==> config.mk <==
export PLATFORM = sky130hd
export DESIGN_NAME = inverter_loop_tester
export DESIGN_NICKNAME = d
export VERILOG_FILES = /design/src/rtl/tester_pkg.sv /design/src/rtl/sync_ff.sv /design/src/rtl/inverter_loop_tester.sv
export SDC_FILE = /design/constraint.sdc
export NUM_CORES = 1
export LEC_CHECK = 0
export BUFFER_PORTS_ARGS = -buffer_cell sky130_fd_sc_hd__buf_2
export CAP_MARGIN = 20
export CORE_ASPECT_RATIO = 0.7
export CORE_MARGIN = 1
export CORE_UTILIZATION = 25
export DETAILED_ROUTE_END_ITERATION = 10
export GPL_TIMING_DRIVEN = 0
export PLACE_DENSITY_LB_ADDON = 0.15
export SYNTH_ARGS = -nofsm -noshare
export SYNTH_HDL_FRONTEND = slang
export SYNTH_SLANG_ARGS = --single-unit
export TNS_END_PERCENT = 5
==> constraint.sdc <==
create_clock -name clk -period 3 [get_ports clk]
set_input_delay 0.9 -clock clk [delete_from_list [all_inputs] [get_ports clk]]
set_output_delay 0.9 -clock clk [all_outputs]
set_load 0.01 [all_outputs]
==> src/rtl/tester_pkg.sv <==
// Shared types for the inverter loop tester: FSM state encoding and run status codes.
package tester_pkg;

    typedef enum logic [2:0] {
        IDLE   = 3'd0,
        CHECK  = 3'd1,
        DRIVE  = 3'd2,
        WAIT   = 3'd3,
        SETTLE = 3'd4,
        DONE   = 3'd5
    } tester_state_e;

    localparam logic [1:0] ST_NONE    = 2'b00;
    localparam logic [1:0] ST_PASS    = 2'b01;
    localparam logic [1:0] ST_TIMEOUT = 2'b10;
    localparam logic [1:0] ST_STUCK   = 2'b11;

endpackage

==> src/rtl/sync_ff.sv <==
// Multi-stage synchronizer for the asynchronous loop return; holds its contents while en_i is low.
module sync_ff #(
    parameter int STAGES = 2
) (
    input  logic clk_i,
    input  logic rst_ni,
    input  logic en_i,
    input  logic d_i,
    output logic q_o
);

    logic [STAGES-1:0] sync_q;

    always_ff @(posedge clk_i or negedge rst_ni) begin
        if (!rst_ni) begin
            sync_q <= '0;
        end else if (en_i) begin
            sync_q <= {sync_q[STAGES-2:0], d_i};
        end
    end

    assign q_o = sync_q[STAGES-1];

endmodule

==> src/rtl/inverter_loop_tester.sv <==
// Drives edges into the analog buffer and times their return through the synchronizer.
// Optional LOOP_SELFTEST_EN adds a bist input that loops stim_out back internally.
module inverter_loop_tester
    import tester_pkg::*;
#(
    parameter int N_EDGES     = 8,
    parameter int CNT_W       = 8,
    parameter int TIMEOUT     = 200,
    parameter int SYNC_STAGES = 2
) (
    input  logic             clk,
    input  logic             rst_n,
    input  logic             ena,
    input  logic             start,
    input  logic             resp_in,
`ifdef LOOP_SELFTEST_EN
    input  logic             bist,
`endif
    output logic             stim_out,
    output logic             busy,
    output logic             done,
    output logic [1:0]       status,
    output logic [CNT_W-1:0] lat_last,
    output logic [CNT_W-1:0] lat_min,
    output logic [CNT_W-1:0] lat_max,
    output logic [CNT_W-1:0] edge_cnt,
    output tester_state_e    state_dbg
);

    localparam int SET_W = $clog2(SYNC_STAGES + 1);
    localparam logic [CNT_W-1:0] LAST_EDGE   = CNT_W'(N_EDGES - 1);
    localparam logic [CNT_W-1:0] TO_LAST     = CNT_W'(TIMEOUT - 1);
    localparam logic [SET_W-1:0] SETTLE_LAST = SET_W'(SYNC_STAGES);

    tester_state_e    state_q;
    logic             stim_q;
    logic             busy_q;
    logic             done_q;
    logic [1:0]       status_q;
    logic [CNT_W-1:0] cnt_q;
    logic [CNT_W-1:0] lat_last_q;
    logic [CNT_W-1:0] lat_min_q;
    logic [CNT_W-1:0] lat_max_q;
    logic [CNT_W-1:0] edge_cnt_q;
    logic [SET_W-1:0] settle_q;
    logic             sync_d;
    logic             resp_s;

`ifdef LOOP_SELFTEST_EN
    // One-flop internal loop so a self-test run reports SYNC_STAGES + 1 per edge.
    logic stim_dly_q;

    always_ff @(posedge clk or negedge rst_n) begin
        if (!rst_n) begin
            stim_dly_q <= 1'b0;
        end else if (ena) begin
            stim_dly_q <= stim_q;
        end
    end

    assign sync_d = bist ? stim_dly_q : resp_in;
`else
    assign sync_d = resp_in;
`endif

    sync_ff #(
        .STAGES(SYNC_STAGES)
    ) u_sync (
        .clk_i (clk),
        .rst_ni(rst_n),
        .en_i  (ena),
        .d_i   (sync_d),
        .q_o   (resp_s)
    );

    always_ff @(posedge clk or negedge rst_n) begin
        if (!rst_n) begin
            state_q    <= IDLE;
            stim_q     <= 1'b0;
            busy_q     <= 1'b0;
            done_q     <= 1'b0;
            status_q   <= ST_NONE;
            cnt_q      <= '0;
            lat_last_q <= '0;
            lat_min_q  <= '1;
            lat_max_q  <= '0;
            edge_cnt_q <= '0;
            settle_q   <= '0;
        end else if (ena) begin
            case (state_q)
                IDLE: begin
                    if (start) begin
                        lat_last_q <= '0;
                        lat_min_q  <= '1;
                        lat_max_q  <= '0;
                        edge_cnt_q <= '0;
                        done_q     <= 1'b0;
                        status_q   <= ST_NONE;
                        busy_q     <= 1'b1;
                        state_q    <= CHECK;
                    end
                end
                CHECK: begin
                    if (resp_s != stim_q) begin
                        status_q <= ST_STUCK;
                        busy_q   <= 1'b0;
                        done_q   <= 1'b1;
                        state_q  <= DONE;
                    end else begin
                        state_q <= DRIVE;
                    end
                end
                DRIVE: begin
                    stim_q  <= ~stim_q;
                    cnt_q   <= '0;
                    state_q <= WAIT;
                end
                WAIT: begin
                    if (resp_s == stim_q) begin
                        lat_last_q <= cnt_q;
                        lat_min_q  <= (cnt_q < lat_min_q) ? cnt_q : lat_min_q;
                        lat_max_q  <= (cnt_q > lat_max_q) ? cnt_q : lat_max_q;
                        edge_cnt_q <= edge_cnt_q + 1'b1;
                        if (edge_cnt_q == LAST_EDGE) begin
                            status_q <= ST_PASS;
                            busy_q   <= 1'b0;
                            done_q   <= 1'b1;
                            state_q  <= DONE;
                        end else begin
                            state_q <= DRIVE;
                        end
                    end else if (cnt_q == TO_LAST) begin
                        status_q <= ST_TIMEOUT;
                        busy_q   <= 1'b0;
                        done_q   <= 1'b1;
                        state_q  <= DONE;
                    end else begin
                        cnt_q <= cnt_q + 1'b1;
                    end
                end
                SETTLE: begin
                    // Let the forced-low stimulus drain through the loop before CHECK.
                    if (settle_q == SETTLE_LAST) begin
                        state_q <= CHECK;
                    end else begin
                        settle_q <= settle_q + 1'b1;
                    end
                end
                DONE: begin
                    if (start) begin
                        lat_last_q <= '0;
                        lat_min_q  <= '1;
                        lat_max_q  <= '0;
                        edge_cnt_q <= '0;
                        done_q     <= 1'b0;
                        status_q   <= ST_NONE;
                        busy_q     <= 1'b1;
                        stim_q     <= 1'b0;
                        settle_q   <= '0;
                        state_q    <= SETTLE;
                    end
                end
                default: begin
                    busy_q  <= 1'b0;
                    state_q <= IDLE;
                end
            endcase
        end
    end

    assign stim_out  = stim_q;
    assign busy      = busy_q;
    assign done      = done_q;
    assign status    = status_q;
    assign lat_last  = lat_last_q;
    assign lat_min   = lat_min_q;
    assign lat_max   = lat_max_q;
    assign edge_cnt  = edge_cnt_q;
    assign state_dbg = state_q;

endmodule
==> results_dict.tcl <==
set metrics [dict create \
    ys_async_sr_fraction_pct 100 \
    grt_max_degree 33 \
    cts_tree "done" \
    hpwl_um 5980 \
    antennaDiodeCount 0 \
    dp_cells 507 \
    vias_per_cell 4.78 \
    worstPathRequired_ns 3.19 \
    synth_cells 310 \
    synth_cell_types 56 \
    die_w_um 132 \
    initial_core_util_pct 26.4 \
    clk_latency_ns 0.29 \
    slew_headroom_pct 47.2 \
    antenna_found_initial 0 \
    setup_viol 0 \
    wirelength_um 7940 \
    worstSetupStartpointType "register" \
    postCtsHoldBufs 0 \
    stdcell_count 515 \
    synth_flop_cell "dfrtp_1" \
    setup_tns_ns 0 \
    gp_congestion 0.836 \
    io_buffer_count 43 \
    status "finished, final reports clean" \
    slew_viol_final 0 \
    ys_warn_count 0 \
    cts.clk_slew.worst_paths_ns 0.07 \
    ir_worst_vdd_uv 291 \
    final_layout_size_suffix_gt1_share_pct 22.9 \
    drt_iter0_drc 135 \
    area_delta_synth_final_pct 19.8 \
    powerDensity_nw_per_um2 988 \
    path_max_fanout 10 \
    fin_skew_ns 0.00853 \
    ant_nets 0 \
    fin_crit_ns 2.37 \
    path_class "register to register" \
    hp-class "register to register" \
    cts_setup_buffers 0 \
    hold_viol 0 \
    io-pin-count 45 \
    r2r_cells 6 \
    numCtsBuffers 5 \
    cts_max_path_buffers 2 \
    synth_edf_count 0 \
    tightest_slew_ns 0.773 \
    wl_per_cell_um 15.4 \
    multi_input_area_sq_um 1500 \
    synthesis.area_sq_um 2980 \
    core-area_sq_um 11300 \
    numClockSinks 52 \
    critPathCaptureType "register" \
    syn_nets 333 \
    regArea_sq_um 1310 \
    whs_path_depth 2 \
    firstDrtPassIters 4 \
    ctsResizeCount 0 \
    grt_pass1_wl_um 13100 \
    synth.area.top_cells "dfrtp_1 (37%), ha_1 (7.6%), dfstp_2 (7.1%), o21ai_0 (5.9%), mux2i_1 (5.4%)" \
    grt.total_usage_pct 13.7 \
    drc 0 \
    fill_cells 1204 \
    h-tree-depth 2 \
    first_global_vias 2295 \
    syn_area_per_cell_sq_um 9.60 \
    num_vias 2463 \
    synth_top_cell_by_area "dfrtp_1" \
    rsz0062_at_grt "false" \
    power_uw 3520 \
    rows 32 \
    finalNetCount 384 \
    ys_seq_area_share_pct 44.1 \
    dieHeight_um 93.3 \
    post-route-period-util_pct 78.9 \
    ys_ff_latch 52 \
    clockRootBuffer "clkbuf_16" \
    fmax_mhz 423 \
    grt_overflow 0 \
    final_util_pct 31.6 \
    synth_top_area_share_pct 37.0 \
    p_leak_uw 0.00167 \
    drv_cap 0 \
    crit_arrival_ns 2.56 \
    dieArea_sq_um 12400 \
]
logic make-up after synthesis:
| logic type | count (synthesis) | share of synthesized area [%] |
|---|---|---|
| AOI/OAI and AO/OA | 83 | 18.6 |
| muxes | 21 | 7.40 |
| adders and majority gates | 18 | 7.57 |
| and+or+nand+nor | 94 | 15.6 |
| xor gates and xnor gates | 4 | 1.18 |
| buffers and inverters | 38 | 5.59 |
| DFF | 52 | 44.1 |
worst paths after layout:
check / from / endpoint / slack, ns
max in group asynchronous: rst_n / lat_min[0] / 1.80
setup reg to reg: stim_out / edge_cnt[6] / 0.63
min in group asynchronous: rst_n / cnt_q[5] / 0.59
hold reg to reg: lat_last[3] / lat_last[3] / 0.49
hold / removal: lat_last[3] / lat_last[3] / 0.49
setup / recovery: stim_out / edge_cnt[6] / 0.63
layout by cell type, fill, tap and decap left out, types with 3 or more instances in the layout:
cell,Yosys,final
and3_1,5,5
nand4_1,8,8
clkbuf_1,7,9
dfrtp_1,44,44
a22o_1,3,3
nor3_1,3,3
o21ai_0,35,35
buf_2,4,47
dfstp_2,8,8
nor2_1,22,22
inv_1,22,22
nand3_1,9,9
a211oi_1,4,4
mux2i_1,16,16
a21oi_1,16,16
o31ai_1,3,3
clkbuf_16,0,5
a31oi_1,3,3
ha_1,18,18
nand2_1,32,32
mux2_2,3,3
xor2_1,3,3
layout make-up:
class | instances | area share [%]
Multi-Input combinational cell | 220 | 42.0
Buffer | 16 | 2.35
Timing Repair Buffer | 44 | 6.60
Clock buffer | 7 | 3.72
Clock inverter | 1 | 0.842
Sequential cell | 52 | 36.8
Tap cell | 153 | 5.37
Inverter | 22 | 2.32
worst max-delay path, stage by stage (launching register included):
cell	delay, ns
dfrtp_1	0.44
xor2_1	0.54
nor2_2	0.19
o21ai_2	0.50
clkbuf_1	0.36
o21ai_0	0.15
o31ai_1	0.09
report_power, final:
part,total (uW),leakage (uW),switching (uW),internal (uW)
combinational,1750,0.000930,1080,673
clock,649,0.0000781,254,395
sequential,1120,0.000664,177,941
layer usage:
layer  part of all wire, %  track usage, %  up-vias
met2                    36            17.1       90
met4                  0.45            2.30        0
met5                     0               0        -
met1                    58            23.0     1152
met3                   6.2            2.93        5
li1                      -               -     1216
per-stage QoR:
| stage | hold WS, ns | instance area [sq um] | setup WS, ns |
|---|---|---|---|
| 2_1_floorplan | 0.475 | 2980 | 0.705 |
| 3_3_place_gp | 0.466 | 3380 | 0.343 |
| 3_5_place_dp | 0.470 | 3400 | 0.369 |
| 4_1_cts | 0.492 | 3570 | 0.619 |
| 5_1_grt | 0.506 | 3570 | 0.362 |
| 6_report | 0.487 | 3570 | 0.634 |
cells in the mapped netlist, types with 4 or more instances:
cell and count:
dfrtp_1 44, nor2_1 22, nand3_1 9, nand4_1 8, clkbuf_1 7, buf_2 4
ha_1 18, and3_1 5, a211oi_1 4, dfstp_2 8, nand2_1 32, o21ai_0 35
a21oi_1 16, inv_1 22, mux2i_1 16
flip-flops by register name, summed over array words and instances (netlist names):
| name | cells |
|---|---|
| status | 2 |
| stim_out | 1 |
| lat_max | 8 |
| cnt_q | 8 |
| state_dbg | 3 |
| u_sync.sync_q | 2 |
| done | 1 |
| settle_q | 2 |
| busy | 1 |
| lat_last | 8 |
| edge_cnt | 8 |
| lat_min | 8 |
No activity file was read; power rests on OpenSTA's default activity.
